==> src/rtl/recirculador_multi.sv <==
// Multi-lane recirculator: forwards valid lane words once the link has been armed, otherwise
// routes them to the probe path. The optional macro RECIRC_STATS_EN adds the recirc_count output.
module recirculador_multi #(
   parameter int NUM_LANES     = 4,
   parameter int DATA_WIDTH    = 32,
   parameter int ACTIVE_THRESH = 4
) (
   input  logic                             clk_2f,
   input  logic                             reset,
   input  logic [NUM_LANES*DATA_WIDTH-1:0]  data_in,
   input  logic [NUM_LANES-1:0]             valid_in,
   input  logic                             active_in,
   output logic [NUM_LANES*DATA_WIDTH-1:0]  data_out,
   output logic [NUM_LANES-1:0]             valid_out,
   output logic [NUM_LANES*DATA_WIDTH-1:0]  probe_data,
   output logic [NUM_LANES-1:0]             probe_valid,
`ifdef RECIRC_STATS_EN
   output logic [15:0]                      recirc_count,
`endif
   output logic                             link_active
);

   // state      | meaning
   // S_INACTIVE | link down, every word recirculated
   // S_ARMING   | active_in high, counting consecutive high edges in cnt
   // S_ACTIVE   | link qualified, valid lanes forwarded while active_in stays high
   typedef enum logic [1:0] {S_INACTIVE, S_ARMING, S_ACTIVE} state_t;

   localparam logic [7:0] THRESH_M1 = 8'(ACTIVE_THRESH - 1);

   state_t               state, state_nxt;
   logic [7:0]           cnt, cnt_nxt;
   logic [NUM_LANES-1:0] fwd;

   always_ff @(posedge clk_2f) begin
      if (reset) begin
         state       <= S_INACTIVE;
         cnt         <= 8'd0;
         link_active <= 1'b0;
      end else begin
         state       <= state_nxt;
         cnt         <= cnt_nxt;
         link_active <= (state_nxt == S_ACTIVE);
      end
   end

   always_comb begin
      state_nxt = state;
      cnt_nxt   = cnt;
      case (state)
         S_INACTIVE: begin
            if (active_in) begin
               if (THRESH_M1 == 8'd0) begin
                  state_nxt = S_ACTIVE;
                  cnt_nxt   = 8'd0;
               end else begin
                  state_nxt = S_ARMING;
                  cnt_nxt   = 8'd1;
               end
            end
         end
         S_ARMING: begin
            if (!active_in) begin
               state_nxt = S_INACTIVE;
               cnt_nxt   = 8'd0;
            end else if (cnt == THRESH_M1) begin
               state_nxt = S_ACTIVE;
               cnt_nxt   = 8'd0;
            end else begin
               cnt_nxt = cnt + 8'd1;
            end
         end
         S_ACTIVE: begin
            if (!active_in) begin
               state_nxt = S_INACTIVE;
               cnt_nxt   = 8'd0;
            end
         end
         default: begin
            state_nxt = S_INACTIVE;
            cnt_nxt   = 8'd0;
         end
      endcase
   end

   // Decision uses the pre-update state so a dropping active_in forwards nothing on that edge.
   assign fwd = {NUM_LANES{(state == S_ACTIVE) && active_in}} & valid_in;

   always_ff @(posedge clk_2f) begin
      if (reset) begin
         data_out    <= '0;
         valid_out   <= '0;
         probe_data  <= '0;
         probe_valid <= '0;
      end else begin
         for (int i = 0; i < NUM_LANES; i++) begin
            if (fwd[i]) begin
               data_out[i*DATA_WIDTH +: DATA_WIDTH] <= data_in[i*DATA_WIDTH +: DATA_WIDTH];
               valid_out[i]                         <= 1'b1;
               probe_valid[i]                       <= 1'b0;
            end else begin
               probe_data[i*DATA_WIDTH +: DATA_WIDTH] <= data_in[i*DATA_WIDTH +: DATA_WIDTH];
               probe_valid[i]                         <= valid_in[i];
               valid_out[i]                           <= 1'b0;
            end
         end
      end
   end

`ifdef RECIRC_STATS_EN
   logic [NUM_LANES-1:0] recirc;
   logic [31:0]          inc, sum;

   always_comb begin
      recirc = valid_in & ~fwd;
      inc    = 32'd0;
      for (int i = 0; i < NUM_LANES; i++) begin
         inc = inc + 32'(recirc[i]);
      end
      sum = 32'(recirc_count) + inc;
   end

   always_ff @(posedge clk_2f) begin
      if (reset) begin
         recirc_count <= 16'd0;
      end else if (sum > 32'h0000_FFFF) begin
         recirc_count <= 16'hFFFF;
      end else begin
         recirc_count <= sum[15:0];
      end
   end
`endif

endmodule
==> config.mk <==
export PLATFORM = sky130hd
export DESIGN_NAME = recirculador_multi
export DESIGN_NICKNAME = d
export VERILOG_FILES = /design/src/rtl/recirculador_multi.sv
export SDC_FILE = /design/constraint.sdc
export NUM_CORES = 1
export LEC_CHECK = 0
export CAP_MARGIN = 30
export CORE_MARGIN = 2
export CORE_UTILIZATION = 37
export CTS_CLUSTER_DIAMETER = 150
export CTS_CLUSTER_SIZE = 24
export DETAILED_ROUTE_END_ITERATION = 10
export MAX_ROUTING_LAYER = met4
export PLACE_DENSITY = 0.81
export SETUP_SLACK_MARGIN = 0.4
export SLEW_MARGIN = 25
export SYNTH_ARGS = -nofsm -noshare
export SYNTH_HDL_FRONTEND = slang
export SYNTH_SLANG_ARGS = --single-unit
==> constraint.sdc <==
create_clock -name clk_2f -period 1.6 [get_ports clk_2f]
set_clock_uncertainty 0.05 [all_clocks]
set_input_delay 0.32 -clock clk_2f [delete_from_list [all_inputs] [get_ports clk_2f]]
set_output_delay 0.32 -clock clk_2f [all_outputs]
set_load 0.005 [all_outputs]
==> reports/qor.csv <==
stage;metric;value;unit
critical_path;setup.worst_path.end;cnt[7];
run_status;status;complete, no violations;
critical_path;crit_type;reg2reg;
timing;layout_worst_path_cycle_share;0.9280;
placement;place_congestion;0.8420;
cells_and_area;multi_input_area;2769;sq um
timing;rsz0062_at_grt;true;
cells_and_area;final_layout_size_suffix_gt1_frac;0.4303;
critical_path;start_kind;flop;
drt;via_count;7148;
floorplanning;dieArea;24570;sq um
cells_and_area;fillers;1753;
synthesis;ys_ff_latch;275;
cts;numCtsBuffers;15;
cells_and_area;area_delta_synth_final;62.23;%
floorplanning;die_height;156.7;microns
min_path;hp-start;data_in[10];
cts;cts.reportedPaths.clkPinSlew;0.10;ns
critical_path;cp-end-kind;flop;
drt;first_pass_iters;5;
synthesis;async_reset_ff_frac;0;
floorplanning;rows;55;
job;maxCapViolations;0;
placement;post-dp-hpwl;17300;microns
timing;relSlewSlack;0.7575;
drt;drc_errors;0;
global_route;grt_pass1_wl;38250;microns
cts;cts_root_buf;clkbuf_16;
power;p_sw_frac;0.2191;
min_path;hold_path_class;in2reg;
drt;antenna_left;0;
drt;drt-initial-drc-count;428;
floorplanning;core_area;22780;sq um
timing;fin_setup_tns;0;ns
timing;min_period;1.485;ns
synthesis;synth_seq_area_share;0.6378;
timing;slew_viol_final;0;
synthesis;synth_warnings;0;
synthesis;ys_types;37;
synthesis;synthFlopType;dfxtp_1;
synthesis;syn_area_per_cell;13.24;sq um
global_route;grt_usage;0.1996;
synthesis;synth_edf_count;0;
power;power.share.clock;0.316;
timing;fmax;673.5;MHz
synthesis;netlist_instances;652;
global_route;grt_max_degree;66;
power;p_leak;0.006248;uW
timing;tightest_slew;0.3610;ns
cts;cts_sinks;275;
global_route;antenna_found_initial;1;
power;internal-power;9503;uW
critical_path;rr_worst_depth;6;
cells_and_area;seqCellArea;5782;sq um
timing;finalSetupViolCount;0;
power;ir_worst_vdd;0.7961;mV
drt;wl;26580;microns
critical_path;worstReg2RegEnd;cnt[7];
critical_path;cp-startpoint;cnt[1];
power;combPwrFrac;0.095;
cts;htreeDepth;1;
power;p_per_area;869.0;nW/um^2
timing;hold_violations;0;
global_route;first_global_vias;6968;
cts;cts_tree;done;
cells_and_area;final_nets;1213;
critical_path;worstPathRequired;1.96;ns
synthesis;synth_nets;788;
power;power;12170;uW
critical_path;critPathMaxFanout;5;
critical_path;timing.rr.start;cnt[1];
floorplanning;boundaryPins;400;
cts;clockBufferDepth;3;
global_route;grt_overflow;0;
power;pwr-share-seq;0.589;
critical_path;reg2reg_slack;0.12;ns
floorplanning;die_w;156.7;microns
drt;vias_per_cell;5.142;
floorplanning;initial_utilization;0.3790;
placement;io_buffers;399;
synthesis;syn_area;8632;sq um
power;switching_power;2667;uW
drt;wire_per_inst;19.12;microns
cts;clkLatencyLatePin;0.47;ns
critical_path;cp_data_arrival_time;1.85;ns
[stage by stage]
stage          std cells  setup slack [ns]    util  cell area, sq um  hold slack, ns
6_report            1390            0.1152  0.6148             14000          0.4043
3_3_place_gp        1335           -0.3628  0.5708             13000          0.4041
5_1_grt             1390           0.04559  0.6148             14000          0.3842
4_1_cts             1382            0.1085  0.6060             13800          0.3869
3_5_place_dp        1335           -0.4178  0.5708             13000          0.4056
2_1_floorplan        652            0.2273       -              8717          0.3917
[layer usage]
layer  global-route usage  part of all wire  up-vias
met5                    -                 0        -
met4              0.06772             0.033        0
met3              0.04348             0.068       49
met2               0.3415              0.50      283
met1               0.2320              0.39     3474
li1                     -                 -     3342
[critical path: stages (launching register included)]
cell,delay [ns]
dfxtp_2,0.35
ha_4,0.17
nor4b_4,0.13
buf_4,0.16
a211oi_4,0.28
o21bai_2,0.14
a21oi_1,0.14
[worst min path at each step]
stage,to,slack [ns],cells after the start
after floorplan,probe_valid[0],0.39,1
after global placement,probe_data[79],0.40,1
after detailed placement,probe_data[79],0.41,1
after CTS,data_out[121],0.39,2
after global routing,data_out[63],0.38,2
final,data_out[10],0.40,2
[power groups by stage]
stage                     combinational [uW]  clock, uW  sequential, uW
after floorplan                          329          0            7290
after global placement                  1140          0            7280
after detailed placement                1160          0            7280
after CTS                               1130       3950            7160
after global routing                    1230       4240            7190
final                                   1150       3850            7170
[synth_stat cells, types with 2 or more instances]
| cell type | n | area, sq um |
|---|---|---|
| nand4_1 | 2 | 12.51 |
| xor2_1 | 2 | 17.52 |
| buf_4 | 8 | 60.06 |
| buf_6 | 24 | 270.3 |
| xnor2_1 | 2 | 17.52 |
| and2_1 | 9 | 56.30 |
| nand2b_1 | 2 | 12.51 |
| buf_2 | 26 | 130.1 |
| nor2_1 | 7 | 26.28 |
| nor3b_1 | 3 | 22.52 |
| nand2_1 | 3 | 11.26 |
| dfxtp_1 | 275 | 5505 |
| a21oi_2 | 4 | 35.03 |
| nand3_1 | 5 | 25.02 |
| nor3_1 | 3 | 15.01 |
| a22o_1 | 256 | 2242 |
[area by class of cell]
| type | instances | area share |
|---|---|---|
| multi-input combinational | 317 | 0.1977 |
| timing repair buffer | 467 | 0.3330 |
| clock inverter | 1 | 0.001162 |
| clock buffer | 15 | 0.02680 |
| sequential | 275 | 0.4129 |
| antenna | 1 | 0.0001787 |
| inverter | 1 | 0.0002680 |
| tap | 313 | 0.02797 |
[cells in the final DEF, fill, tap and decap left out, types with 2 or more instances in the layout]
cell	n
nand3_1	5
nor3b_1	2
buf_6	114
dfxtp_2	218
nand2b_1	2
and2_4	4
xor2_1	2
clkdlybuf4s50_1	133
dfxtp_1	56
clkbuf_16	21
buf_2	30
a21oi_4	4
buf_8	2
clkdlybuf4s15_1	3
a22o_1	256
nor2_1	7
buf_16	2
nand2_1	3
and2_1	5
xnor2_1	2
buf_4	42
buf_12	12
nand4_1	2
nor3_1	2
dlygate4sd2_1	123
[state kept, by name, summed over array words and instances (netlist names)]
register,flops
data_out,128
link_active,1
valid_out,4
state,2
probe_valid,4
probe_data,128
cnt,8
[cell families (layout without fill, tap and decap cells)]
kind of cell	after synthesis	count (layout)	share of synthesized area
buffers and inverters	60	484	0.05421
AOI/OAI and AO/OA	268	268	0.2706
other	0	1	0
DFF	275	275	0.6378
and+or+nand+nor	43	43	0.03058
muxes	1	1	0.001304
adders and majority gates	1	1	0.001449
xor gates and xnor gates	4	4	0.004059
[repair_timing]
action                     4_1_cts  5_1_grt
setup buffers                   29        0
gates cloned                     2        7
hold buffers                     0        0
pin swaps                        1        1
setup endpoints to repair      539      539
resized for setup             1021       14
Power figures use the tool's default switching activity.
==> variant 1 (config.mk and constraints unchanged) <==
Build with the macro `RECIRC_STATS_EN` defined.
--- a/src/rtl/recirculador_multi.sv
+++ b/src/rtl/recirculador_multi.sv
@@ -1,5 +1,7 @@
 // Multi-lane recirculator: forwards valid lane words once the link has been armed, otherwise
 // routes them to the probe path. The optional macro RECIRC_STATS_EN adds the recirc_count output.
+`define RECIRC_STATS_EN
+
 module recirculador_multi #(
    parameter int NUM_LANES     = 4,
    parameter int DATA_WIDTH    = 32,
Behaviour (old outputs only; new: recirc_count): unchanged (equiv_simple and equiv_induct, registers matched by name and starting in step).
==> variant 1 against the original RTL <==
  * The run now ends with negative setup slack left
  * Sequential cell count increased by 16
  * Final area up 19%
  * Setup slack got worse by 1300 ps
  * Critical path depth up 5
  * First-iteration DRC count rose by 35%
  * Total power is 14% higher
  * Count of clock-buffer cells in the layout increased by 3
  * Via count up 24%
  * Sequential share of layout area decreased by 4.0 points
  * Die area is 9.6% higher
  * Synthesized area rose by 9.8%
  * Final cell count is 19% higher
  * Routed wire length rose by 34%
==> variant 1: results (changes against the original RTL) <==
| Metric | Value |
|---|---|
| Power share of the clock group | `0.313 (-0.003)` |
| Fillers | `1825 (+4.1%)` |
| Failing checks | `negative setup slack` |
| Antenna violations before repair | `2 (+1)` |
| Leakage Power | `0.00741 uW (+19%)` |
| Via density | `5.35 (+4.1%)` |
| Routed length on met3 | `2380 um (+32%)` |
| Worst-Skew Late Latency | `500 ps (+30 ps)` |
| Logic power comb | `1830 uW (+59%)` |
| # setup viols final | `280 (+280)` |
| Met2 Usage GRT | `0.373 (+0.0313)` |
| Total CTS buffers | `16 (+1)` |
| GPL Wtd Cong | `0.856 (+1.6%)` |
| Met3 Usage GRT | `0.0366 (-0.00686)` |
| Overall routing resource usage | `0.219 (+0.0192)` |
| Status | `finished with violations` |
| Final nets | `1457 (+20%)` |
| Setup TNS | `-61910 ps (-61910 ps)` |
| Setup ws final | `-1190 ps (-1300 ps)` |
| Reg2reg start | `state[0]` |
| Port buffer count | `415 (+4.0%)` |
| Largest fanout on the critical path | `13 (+8)` |
| Cell family with most CP delay | `adder cells` |
| Psw | `3240 uW (+21%)` |
| DR WL met2 | `18000 um (+34%)` |
| Register area share after synthesis | `0.614 (-0.0233)` |
| Largest registers | `data_out (128), probe_data (128), recirc_count (16)` |
[variant 1: changes by cell type after synthesis, moves of 4 or more]
cell	unedited run	this run
a21oi_2	4	0
buf_6	24	29
inv_1	1	8
a21oi_4	0	4
dfxtp_1	275	291
o21ai_0	0	6
a21oi_1	1	18
buf_4	8	3
xor2_1	2	8
nand2_1	3	10
and3_1	0	10
[variant 1: worst min-delay path by stage]
| stage | startpoint | endpoint | slack [ps] | depth (start not counted) |
|---|---|---|---|---|
| 4_1_cts | data_in[35] | data_out[35] | 360 | 2 |
| 2_1_floorplan | data_in[100] | data_out[100] | 400 | 1 |
| 5_1_grt | data_in[126] | data_out[126] | 380 | 2 |
| 3_3_place_gp | data_out[24] | data_out[24] | 400 | 1 |
| 3_5_place_dp | probe_data[94] | probe_data[94] | 410 | 1 |
| 6_report | data_in[95] | data_out[95] | 390 | 2 |
[variant 1: timing repair]
item,4_1_cts,5_1_grt
gates resized for setup,1529,71
setup buffers,72,36
pin swaps,18,87
setup endpoints to repair,572,572
gates cloned,10,36
hold endpoints to repair,0,0
[variant 1: layout make-up]
cell class,instances,share of cell area
Antenna cell,2,0.000301
Clock buffer,18,0.0258
Clock inverter,1,0.00181
Inverter,8,0.00181
Multi-Input combinational cell,384,0.198
Sequential cell,291,0.372
Tap cell,330,0.0249
Timing Repair Buffer,616,0.375
[variant 1: logic make-up after synthesis]
family	Yosys count	synth area share
and+or+nand+nor	65	0.0405
AOI/OAI and AO/OA	302	0.272
buffers and inverters	67	0.0537
muxes	1	0.00106
adders and majority gates	5	0.00897
xor gates and xnor gates	10	0.00924
DFF	291	0.614
==> variant 2 (same settings) <==
Without the edit above. Put one more register stage on the output `probe_data`, with the module's reset. The value now appears one clock later. The other outputs are not delayed to match.
--- a/src/rtl/recirculador_multi.sv
+++ b/src/rtl/recirculador_multi.sv
@@ -27,6 +27,8 @@
    typedef enum logic [1:0] {S_INACTIVE, S_ARMING, S_ACTIVE} state_t;
 
    localparam logic [7:0] THRESH_M1 = 8'(ACTIVE_THRESH - 1);
+
+   logic [NUM_LANES*DATA_WIDTH-1:0] probe_data_s0;
 
    state_t               state, state_nxt;
    logic [7:0]           cnt, cnt_nxt;
@@ -90,7 +92,7 @@
       if (reset) begin
          data_out    <= '0;
          valid_out   <= '0;
-         probe_data  <= '0;
+         probe_data_s0 <= '0;
          probe_valid <= '0;
       end else begin
          for (int i = 0; i < NUM_LANES; i++) begin
@@ -99,7 +101,7 @@
                valid_out[i]                         <= 1'b1;
                probe_valid[i]                       <= 1'b0;
             end else begin
-               probe_data[i*DATA_WIDTH +: DATA_WIDTH] <= data_in[i*DATA_WIDTH +: DATA_WIDTH];
+               probe_data_s0[i*DATA_WIDTH +: DATA_WIDTH] <= data_in[i*DATA_WIDTH +: DATA_WIDTH];
                probe_valid[i]                         <= valid_in[i];
                valid_out[i]                           <= 1'b0;
             end
@@ -131,4 +133,12 @@
    end
 `endif
 
+   always_ff @(posedge clk_2f) begin
+      if (reset) begin
+         probe_data <= '0;
+      end else begin
+         probe_data <= probe_data_s0;
+      end
+   end
+
 endmodule
Function: changed (Yosys sat finds a counterexample within 4 cycles, from zero or initial values and one cycle with reset high).
==> variant 2 against the original RTL <==
  * Total power rose by 40%
  * Setup slack got worse by 53 ps
  * Routed wire length rose by 22%
  * Final area rose by 25%
  * Synthesized area rose by 39%
  * Non-clock buffer count rose by 19
  * Sequential cell count rose by 128
  * Synthesized cell count rose by 41%
  * Critical path type unchanged
==> variant 2: results (changes against the original RTL) <==
| Metric | Value |
|---|---|
| Ys async rst share | `0 (unchanged)` |
| Synth unique cells | `39 (+5.4%)` |
| Worst hold path class | `in2reg` |
| CTS resizes | `948 (-7.1%)` |
| Share of layout cells above drive strength 1 | `0.352 (-0.0780)` |
| Power Sequential | `10500 uW (+46%)` |
| Clock buf/inv share | `0.0305 (+0.00251)` |
| Register area share after synthesis | `0.671 (+0.0330)` |
| Worst-Skew Late Latency | `520 ps (+50 ps)` |
| First-pass GRT wire length | `47300 um (+24%)` |
| Fraction of area in multi-input gates | `0.205 (+0.00755)` |
| Finished Layout Cells | `1800 (+29%)` |
| Mapped Cells | `922 (+41%)` |
| DR pass1 iterations | `4 (-1)` |
| Least-Margin Pin Slew | `519 ps (+158 ps)` |
| Cell family with most CP delay | `buffers and inverters` |
| Syn Nets | `1058 (+34%)` |
| Overall routing resource usage | `0.178 (-0.0218)` |
| GPL Wtd Cong | `0.764 (-9.2%)` |
| Nonclk buf count | `486 (+4.1%)` |
| Psw | `3630 uW (+36%)` |
| Avg WL per Cell | `18.0 um (-5.9%)` |
| Final nets | `1493 (+23%)` |
| Initial DRC Count | `361 (-16%)` |
| Total CTS buffers | `20 (+5)` |
| CP arrival | `1890 ps (+40 ps)` |
| Power Clock | `5360 uW (+39%)` |
| Largest fanout on the critical path | `4 (-1)` |
| Largest registers | `data_out (128), probe_data (128), probe_data_s0 (128)` |
| Number of enable flip-flop cells after synthesis | `0 (unchanged)` |
| Multi-input gates | `445 (+40%)` |
| Met3 Usage GRT | `0.0437 (+0.000189)` |
| Routed length on met3 | `2490 um (+38%)` |
| Met2 Usage GRT | `0.292 (-0.0490)` |
| Via density | `4.92 (-4.3%)` |
| Peak VDD IR | `0.000657 V (-18%)` |
| Yosys warns | `0 (unchanged)` |
| Post-synth top cells | `dfxtp_1 (403), a22o_1 (256), nor2b_1 (128), buf_2 (31), buf_4 (17)` |
| Fillers | `2631 (+50%)` |
| Sw frac | `0.213 (-0.00626)` |
| Inst Count DP | `1721 (+29%)` |
| Leakage Power | `0.00767 uW (+23%)` |
| Status | `finished, final reports clean` |
| Synth area leaders | `dfxtp_1 (67%), a22o_1 (19%), nor2b_1 (6.7%)` |
| DR WL met2 | `15500 um (+16%)` |
| Global routing usage on met1 | `0.213 (-0.0193)` |
| Num sequential | `403 (+47%)` |
| Setup bufs post-CTS | `35 (+21%)` |
| Vias in the first global route | `8690 (+25%)` |
| Largest net degree at the start of global routing | `54 (-18%)` |
| Post-Route M1 WL | `13400 um (+28%)` |
| DP HPWL | `21000 um (+22%)` |
| Sequential cell area | `0.00827 mm2 (+43%)` |
| NonClk Buf Share | `0.259 (-0.0737)` |
| Clock buffer cells | `21 (+6)` |
variant 2: cell types whose count changed after synthesis, moves of 5 or more:
cell and delta:
dfxtp_1 +128, nor2b_1 +128, buf_4 +9, buf_6 -8, clkbuf_1 +7, buf_2 +5
variant 2: kinds of logic after synthesis:
kind of cell | synth area share
xor+xnor | 0.00291
mux | 0.000936
compound gates | 0.194
buf+inv | 0.0416
flops | 0.671
simple gates | 0.0885
fa+ha+maj | 0.00104
variant 2: stage by stage:
stage          setup slack (ps)  area (um2)   util
3_5_place_dp               -455       16600  0.513
5_1_grt                    10.3       17500  0.542
6_report                   62.1       17500  0.542
2_1_floorplan               239       12200      -
3_3_place_gp               -380       16600  0.513
4_1_cts                    70.8       17200  0.532
variant 2: worst paths after layout:
path | startpoint | to | slack [ps] | cells after the start
worst max register to register | state[0] | data_out[48] | 60 | 7
worst min-delay path | active_in | state[1] | 130 | 2
worst max-delay path | state[0] | data_out[48] | 60 | 7
worst min register to register | probe_data_s0[70] | probe_data[70] | 400 | 1
